==> src/rtl/mem_pkg.sv <==
// mem_pkg: shared widths and types for the FIFO controller and its pointer registers.
package mem_pkg;
    localparam int DATA_W = 4;
    localparam int ADDR_W = 3;
    localparam int DEPTH  = 2 ** ADDR_W;
    typedef logic [DATA_W-1:0] data_t;
    typedef logic [ADDR_W-1:0] addr_t;
    typedef logic [ADDR_W:0]   ptr_t;
endpackage

==> src/rtl/mem_fifo_ptr.sv <==
// mem_fifo_ptr: circular-buffer pointer with a wrap bit above the address bits.
module mem_fifo_ptr
    import mem_pkg::*;
#(
    parameter int ADDR_W = mem_pkg::ADDR_W
) (
    input  logic          clk,
    input  logic          rst_n,
    input  logic          inc,
    input  logic          clr,
    output logic [ADDR_W:0] ptr
);
    logic [ADDR_W:0] ptr_q, ptr_d;

    // Plain binary increment carries into the MSB, toggling the wrap bit at DEPTH-1 -> 0.
    always_comb ptr_d = clr ? '0 : inc ? ptr_q + (ADDR_W+1)'(1) : ptr_q;

    always_ff @(posedge clk or negedge rst_n) begin
        if (!rst_n) ptr_q <= '0;
        else        ptr_q <= ptr_d;
    end

    assign ptr = ptr_q;
endmodule

==> src/rtl/mem_fifo_ctrl.sv <==
// mem_fifo_ctrl: circular-buffer FIFO sequencing a dual-port memory with registered read data.
// Define MEM_FIFO_ERR_EN to add sticky overflow/underflow outputs.
module mem_fifo_ctrl
    import mem_pkg::*;
#(
    parameter int DATA_W = mem_pkg::DATA_W,
    parameter int ADDR_W = mem_pkg::ADDR_W
) (
    input  logic              clk,
    input  logic              rst_n,
    input  logic              push,
    input  logic [DATA_W-1:0] din,
    input  logic              pop,
    input  logic              flush,
    output logic [DATA_W-1:0] dout,
    output logic              dout_valid,
    output logic              full,
    output logic              empty,
    output logic [ADDR_W:0]   count,
    output logic              mem_we,
    output logic [ADDR_W-1:0] mem_addr_wr,
    output logic [ADDR_W-1:0] mem_addr_rd,
    output logic [DATA_W-1:0] mem_din,
    input  logic [DATA_W-1:0] mem_dout
`ifdef MEM_FIFO_ERR_EN
    ,
    output logic              overflow,
    output logic              underflow
`endif
);
    logic [ADDR_W:0]   wr_ptr, rd_ptr;
    logic              push_acc, pop_acc;
    logic [DATA_W-1:0] dout_q, dout_d;
    logic              dout_valid_q, dout_valid_d;

    mem_fifo_ptr #(.ADDR_W(ADDR_W)) u_wr_ptr (
        .clk   (clk),
        .rst_n (rst_n),
        .inc   (push_acc),
        .clr   (flush),
        .ptr   (wr_ptr)
    );

    mem_fifo_ptr #(.ADDR_W(ADDR_W)) u_rd_ptr (
        .clk   (clk),
        .rst_n (rst_n),
        .inc   (pop_acc),
        .clr   (flush),
        .ptr   (rd_ptr)
    );

    assign empty = wr_ptr == rd_ptr;
    assign full  = (wr_ptr[ADDR_W-1:0] == rd_ptr[ADDR_W-1:0]) && (wr_ptr[ADDR_W] != rd_ptr[ADDR_W]);
    assign count = wr_ptr - rd_ptr;

    // Push on full is allowed only alongside an accepted pop; the old word is read before the edge writes.
    always_comb begin
        pop_acc      = pop & ~empty & ~flush;
        push_acc     = push & ~flush & (~full | pop_acc);
        dout_d       = pop_acc ? mem_dout : dout_q;
        dout_valid_d = pop_acc;
    end

    always_ff @(posedge clk or negedge rst_n) begin
        if (!rst_n) begin
            dout_q       <= '0;
            dout_valid_q <= 1'b0;
        end else begin
            dout_q       <= dout_d;
            dout_valid_q <= dout_valid_d;
        end
    end

    assign dout        = dout_q;
    assign dout_valid  = dout_valid_q;
    assign mem_we      = push_acc;
    assign mem_addr_wr = wr_ptr[ADDR_W-1:0];
    assign mem_addr_rd = rd_ptr[ADDR_W-1:0];
    assign mem_din     = din;

`ifdef MEM_FIFO_ERR_EN
    logic overflow_q, overflow_d, underflow_q, underflow_d;

    always_comb begin
        overflow_d  = flush ? 1'b0 : overflow_q | (push & full & ~pop_acc);
        underflow_d = flush ? 1'b0 : underflow_q | (pop & empty);
    end

    always_ff @(posedge clk or negedge rst_n) begin
        if (!rst_n) begin
            overflow_q  <= 1'b0;
            underflow_q <= 1'b0;
        end else begin
            overflow_q  <= overflow_d;
            underflow_q <= underflow_d;
        end
    end

    assign overflow  = overflow_q;
    assign underflow = underflow_q;
`endif
endmodule

==> config.mk <==
export PLATFORM = sky130hd
export DESIGN_NAME = mem_fifo_ctrl
export DESIGN_NICKNAME = d
export VERILOG_FILES = /design/src/rtl/mem_pkg.sv /design/src/rtl/mem_fifo_ptr.sv /design/src/rtl/mem_fifo_ctrl.sv
export SDC_FILE = /design/constraint.sdc
export NUM_CORES = 1
export LEC_CHECK = 0
export CAP_MARGIN = 25
export CORE_AREA = 10 10 50 52
export CTS_CLUSTER_SIZE = 24
export DETAILED_ROUTE_END_ITERATION = 7
export DIE_AREA = 0 0 60 62
export DONT_BUFFER_PORTS = 1
export PLACE_DENSITY = 0.71
export SLEW_MARGIN = 0
export SYNTH_ARGS = -nofsm -noshare
export SYNTH_HDL_FRONTEND = slang
export SYNTH_HIERARCHICAL = 1
export SYNTH_SLANG_ARGS = --single-unit
==> constraint.sdc <==
create_clock -name clk -period 2.1 [get_ports clk]
set_input_delay 0.21 -clock clk [delete_from_list [all_inputs] [get_ports clk]]
set_output_delay 0.21 -clock clk [all_outputs]
set_load 0.05 [all_outputs]
Word level (Yosys, flattened, before mapping)
Index checks and enable logic that the tools add are counted.
Word-level totals
  bits in registers: 13
  input bits: 13
  output and inout bits: 22
  logic and storage cells: 25
Operators by class
  add/sub/neg operators: 3
  equal/unequal tests: 3
  multiplexer cells: 4
  bitwise logic cells: 8
  reductions and logical operators: 3
Operator list (number)
  2-to-1 mux 4 bit: 4
  adder 4 x 1 -> 4 bit, second input constant: 2
  AND 1 bit: 4
  == test 4 bit: 1
  nonzero test 2 bit: 2
  subtractor 4 bit: 1
  == test 3 bit: 1
  NOT 1 bit: 3
  logical AND 1 bit: 1
  != test 1 bit: 1
  OR 1 bit: 1

Depth between registers and ports, before layout
  depth in word-level cells: 8
  depth in mapped cells: 7
  depth with buffers taken out: 7

Cells and area by module
Netlist, hierarchy kept.
Modules (own cells, without submodules)
  mem_fifo_ptr: times used 2, cells an instance 16, area each 192.7 µm², seq. area each 100.1 µm²
  mem_fifo_ctrl: times used 1, cells an instance 38, area each 380.4 µm², seq. area each 125.1 µm²

Worst setup path before layout
Ideal clock, no wire load.
  kind: register -> register
  from: reg u_rd_ptr.ptr_q[1] (netlist: u_rd_ptr/ptr[1])
  to: reg u_wr_ptr.ptr_q[3] (netlist: u_wr_ptr/ptr[3])
  library setup time: 0.125 ns
  data arrival time: 3.400 ns
  required time: 1.975 ns
  slack: -1.425 ns
  stages on the path, launching flop included: 8
  buffers on the path: 0
  period minus slack after synthesis: 3.525 ns
  cells stage by stage: dfrtp_1 -> inv_1 -> ha_1 -> nand3_1 -> nor3_1 -> nor3b_1 -> nand4_1 -> mux2_4
Between the ends
  cells in the longest elaborated chain, start to end: 7
  elaborated cells on any way between the ends: 10
  classes of those cells: eq/ne: 2; bitwise: 6; reduce/logical: 2
RTL lines
  from (decl): RTL line mem_fifo_ptr.sv:13  | logic [ADDR_W:0] ptr_q, ptr_d;
  from (signal assigned): RTL line mem_fifo_ptr.sv:20  | else ptr_q <= ptr_d;
  == test 4 bit: RTL line mem_fifo_ctrl.sv:52  | assign empty = wr_ptr == rd_ptr;
  NOT 1 bit: RTL line mem_fifo_ctrl.sv:58  | pop_acc = pop & ~empty & ~flush;
  AND 1 bit (2 in a row): RTL line mem_fifo_ctrl.sv:58
  OR 1 bit *: RTL line mem_fifo_ctrl.sv:59  | push_acc = push & ~flush & (~full | pop_acc);
  AND 1 bit *: RTL line mem_fifo_ctrl.sv:59
  via mem_we: RTL line mem_fifo_ctrl.sv:20  | output logic mem_we,
  nonzero test 2 bit (no source line) *
  to (signal assigned): RTL line mem_fifo_ptr.sv:20
  to (decl): RTL line mem_fifo_ptr.sv:13
The timed path passes the listed nets; every way through them passes the cells marked *.
A chain may end at the register's enable or synchronous reset.

Worst setup path after layout
  from: reg u_wr_ptr.ptr_q[1] (netlist: u_wr_ptr/ptr[1])
  to: out count[2]
Between the ends
  cells in the longest elaborated chain, start to end: 1
RTL lines
  subtractor 4 bit: RTL line mem_fifo_ctrl.sv:54  | assign count = wr_ptr - rd_ptr;
  to (decl): RTL line mem_fifo_ctrl.sv:19  | output logic [ADDR_W:0] count,
No other way between the ends.

==> metrics.md <==
| Metric | Value |
|---|---|
| Vias | `about 520` |
| Sequential share of the synthesized area | `0.425` |
| Cells along the critical path | `buf_4 -> inv_1 -> fa_1 -> xnor2_2 -> buf_4` |
| I/O pins | `35` |
| Post-layout util | `0.600` |
| H-Tree Level Count | `1` |
| Syn_nets | `89` |
| Post-CTS Setup Repair Bufs | `0` |
| Global route overflow | `0` |
| Leakage power | `0.458 nW` |
| Die X | `~60 um` |
| Antenna Violating Nets Remaining | `0` |
| #FFs+latches synth | `13` |
| Later-pin clock latency in the skew report | `around 0.27 ns` |
| Share of layout cells above drive strength 1 | `0.446` |
| Hold Path Class | `in -> reg` |
| Final period util | `0.951` |
| Worst-path maximum fanout | `5` |
| Worst path max stage delay | `around 0.47 ns` |
| Critical path launch point type | `flop` |
| Dpl hpwl | `1.45 mm` |
| Netlist cell types | `22` |
| Crit end category | `primary output` |
| First-pass GRT wire length | `roughly 2.8 mm` |
| CP dominant cell by count | `buf_4` |
| Final setup violation count | `0` |
| Max Freq | `between 0.5 and 0.6 GHz` |
| Routed WL | `1.70 mm` |
| Synth Area per Inst | `roughly 11 um2` |
| Syn-to-layout area delta | `26.5%` |
| Cts bufs inserted | `3` |
| Total track usage | `0.104` |
| TritonCTS clock tree | `done` |
| WL per Instance | `between 15 and 20 um` |
| Layout Skew | `0.00754 ns` |
| Synthesized netlist cell count | `70` |
| Initial DRT Pass Iterations | `4` |
| Layout Nets | `103` |
| Pwr dens | `806 nW/um2` |
| Fill cell count | `132` |
| Die area | `about 3700 um2` |
| DRC | `0` |
| DRT iter0 DRCs | `4` |
| Critical path type | `reg -> out` |
| Critical Path Slowest Stage Cell | `fa_1` |
| Status | `finished clean` |
| Initial antenna violation count | `0` |
| Ys Warns | `6` |
| Min Tclk post-route | `2.00 ns` |
| Maximum VDD drop | `slightly below 0.7 mV` |
| TritonCTS Sinks | `13` |
| Slew HR | `0.604` |
| Syn Std Cell Area | `766 um2` |
| CTS Root Cell | `clkbuf_4` |
| Die extent in y | `62 um` |
| Max Slew Vio Count | `0` |
| RSZ-0062 raised after global routing | `false` |
| Fin cells | `100` |
| GP Congestion | `0.703` |
| Avg Vias per Cell | `5.24` |
| Fin. Hold Viols | `0` |
| Worst endpoint required time | `1.89 ns` |
| Starting density of the core | `0.474` |
| CP Buf/Inv Count | `3` |
| Largest net degree at the start of global routing | `14` |
| Via count of the first global-routing pass | `541` |
| Row count | `15` |
| Worst Tran Pin Value | `0.592 ns` |
| Largest delay contributor family on the critical path | `buffers and inverters` |
| Tot Pwr | `780 uW` |
| Max_cap viols | `0` |
| Worst-path clk slew | `0.08 ns` |
| Core Area | `1610 um2` |
| Port Buf Inserts | `0` |
| Crit path DAT | `1.79 ns` |
| Max Root-Sink Buffers | `2` |
| Diodes inserted | `0` |
| Dpl cells | `94` |
[sequential cells by signal (all words and copies together) (netlist names)]
register      count
dout              4
dout_valid        1
u_rd_ptr/ptr      4
u_wr_ptr/ptr      4
[cell usage after synthesis]
cell type / number / area share
nand4_1: 2 / 0.016
xor2_2: 1 / 0.021
dfrtp_1: 13 / 0.42
inv_1: 7 / 0.034
a21bo_2: 2 / 0.026
mux2_1: 4 / 0.059
nor3_1: 1 / 0.0065
nor3b_1: 1 / 0.0098
nor2_1: 8 / 0.039
o21ai_2: 1 / 0.011
nand3b_1: 2 / 0.020
buf_4: 4 / 0.039
mux2_4: 2 / 0.039
fa_1: 1 / 0.026
a21oi_1: 3 / 0.020
mux2i_1: 2 / 0.026
nand2_1: 1 / 0.0049
ha_1: 5 / 0.082
xnor2_1: 5 / 0.057
nand3_1: 1 / 0.0065
nor2b_1: 3 / 0.025
o21ai_0: 1 / 0.0065
[logic make-up (layout without fill, tap and decap cells)]
kind of cell	after synthesis	after routing	share of synthesized area
compound gates	7	7	0.0637
xor+xnor	6	6	0.0784
fa+ha+maj	6	6	0.108
buf+inv	11	24	0.0735
flops	13	13	0.425
mux	8	8	0.124
simple gates	19	19	0.127
[through the flow]
step	setup WS [ns]	hold slack [ns]	cell area, um2	TNS (ns)
after floorplan	-0.170	-0.0856	847	-0.170
after global placement	0.321	-0.0851	921	0
after detailed placement	0.253	-0.0851	921	0
after CTS	0.0724	0.0495	968	0
after global routing	0.0114	0.0514	968	0
final	0.102	0.0616	968	0
[power breakdown]
part	total [mW]	internal, mW	switching, mW
registers	0.448	0.289	0.159
logic	0.179	0.0648	0.114
clock network	0.153	0.0705	0.0823
[per-layer routing]
metal  GRT usage  vias to the layer above  routed length, um
met5           0                        -                  0
met1       0.113                      245                621
met3      0.0488                        2                222
met4      0.0577                        0                 10
met2       0.163                       22                846
li1            -                      255                  -
[final timing paths]
path | start | to | slack, ns | cells after the start
max in group asynchronous | rst_n | u_rd_ptr/ptr[1]$_DFFE_PN0P_ | 1.30 | 1
setup reg to reg | u_wr_ptr/ptr[2]$_DFFE_PN0P_ | u_rd_ptr/ptr[3]$_DFFE_PN0P_ | 0.29 | 6
hold / removal | mem_dout[1] | dout[1]$_DFFE_PN0P_ | 0.06 | 1
setup / recovery | u_wr_ptr/ptr[1]$_DFFE_PN0P_ | count[2] | 0.10 | 5
min in group asynchronous | rst_n | u_wr_ptr/ptr[3]$_DFFE_PN0P_ | 0.37 | 1
hold reg to reg | u_rd_ptr/ptr[3]$_DFFE_PN0P_ | u_rd_ptr/ptr[3]$_DFFE_PN0P_ | 0.73 | 2
[layout make-up]
type                    instances  area, um2  share of cell area
multi-input cells              46        458               0.473
flip-flops and latches         13        333               0.344
repair buffers                 13        103               0.106
inverters                       7       26.3              0.0271
clock buffers                   3       22.5              0.0233
well taps                      17       21.3              0.0220
clock inverters                 1       5.00             0.00517
[placed cells by master, fill, tap and decap left out, types with 3 or more instances in the layout]
cell type,instances
inv_2,3
a21oi_1,3
clkbuf_4,3
mux2_1,4
dfrtp_1,7
ha_4,3
xnor2_1,4
nor2_1,8
nor2b_1,3
inv_1,4
buf_4,11
dfrtp_2,6
[timing repair]
action / in CTS / in global routing
endpoints found under the hold margin: 19 / 0
gates resized for setup: 0 / 0
hold buffers: 2 / 0
(Power assumes the default switching activity.)
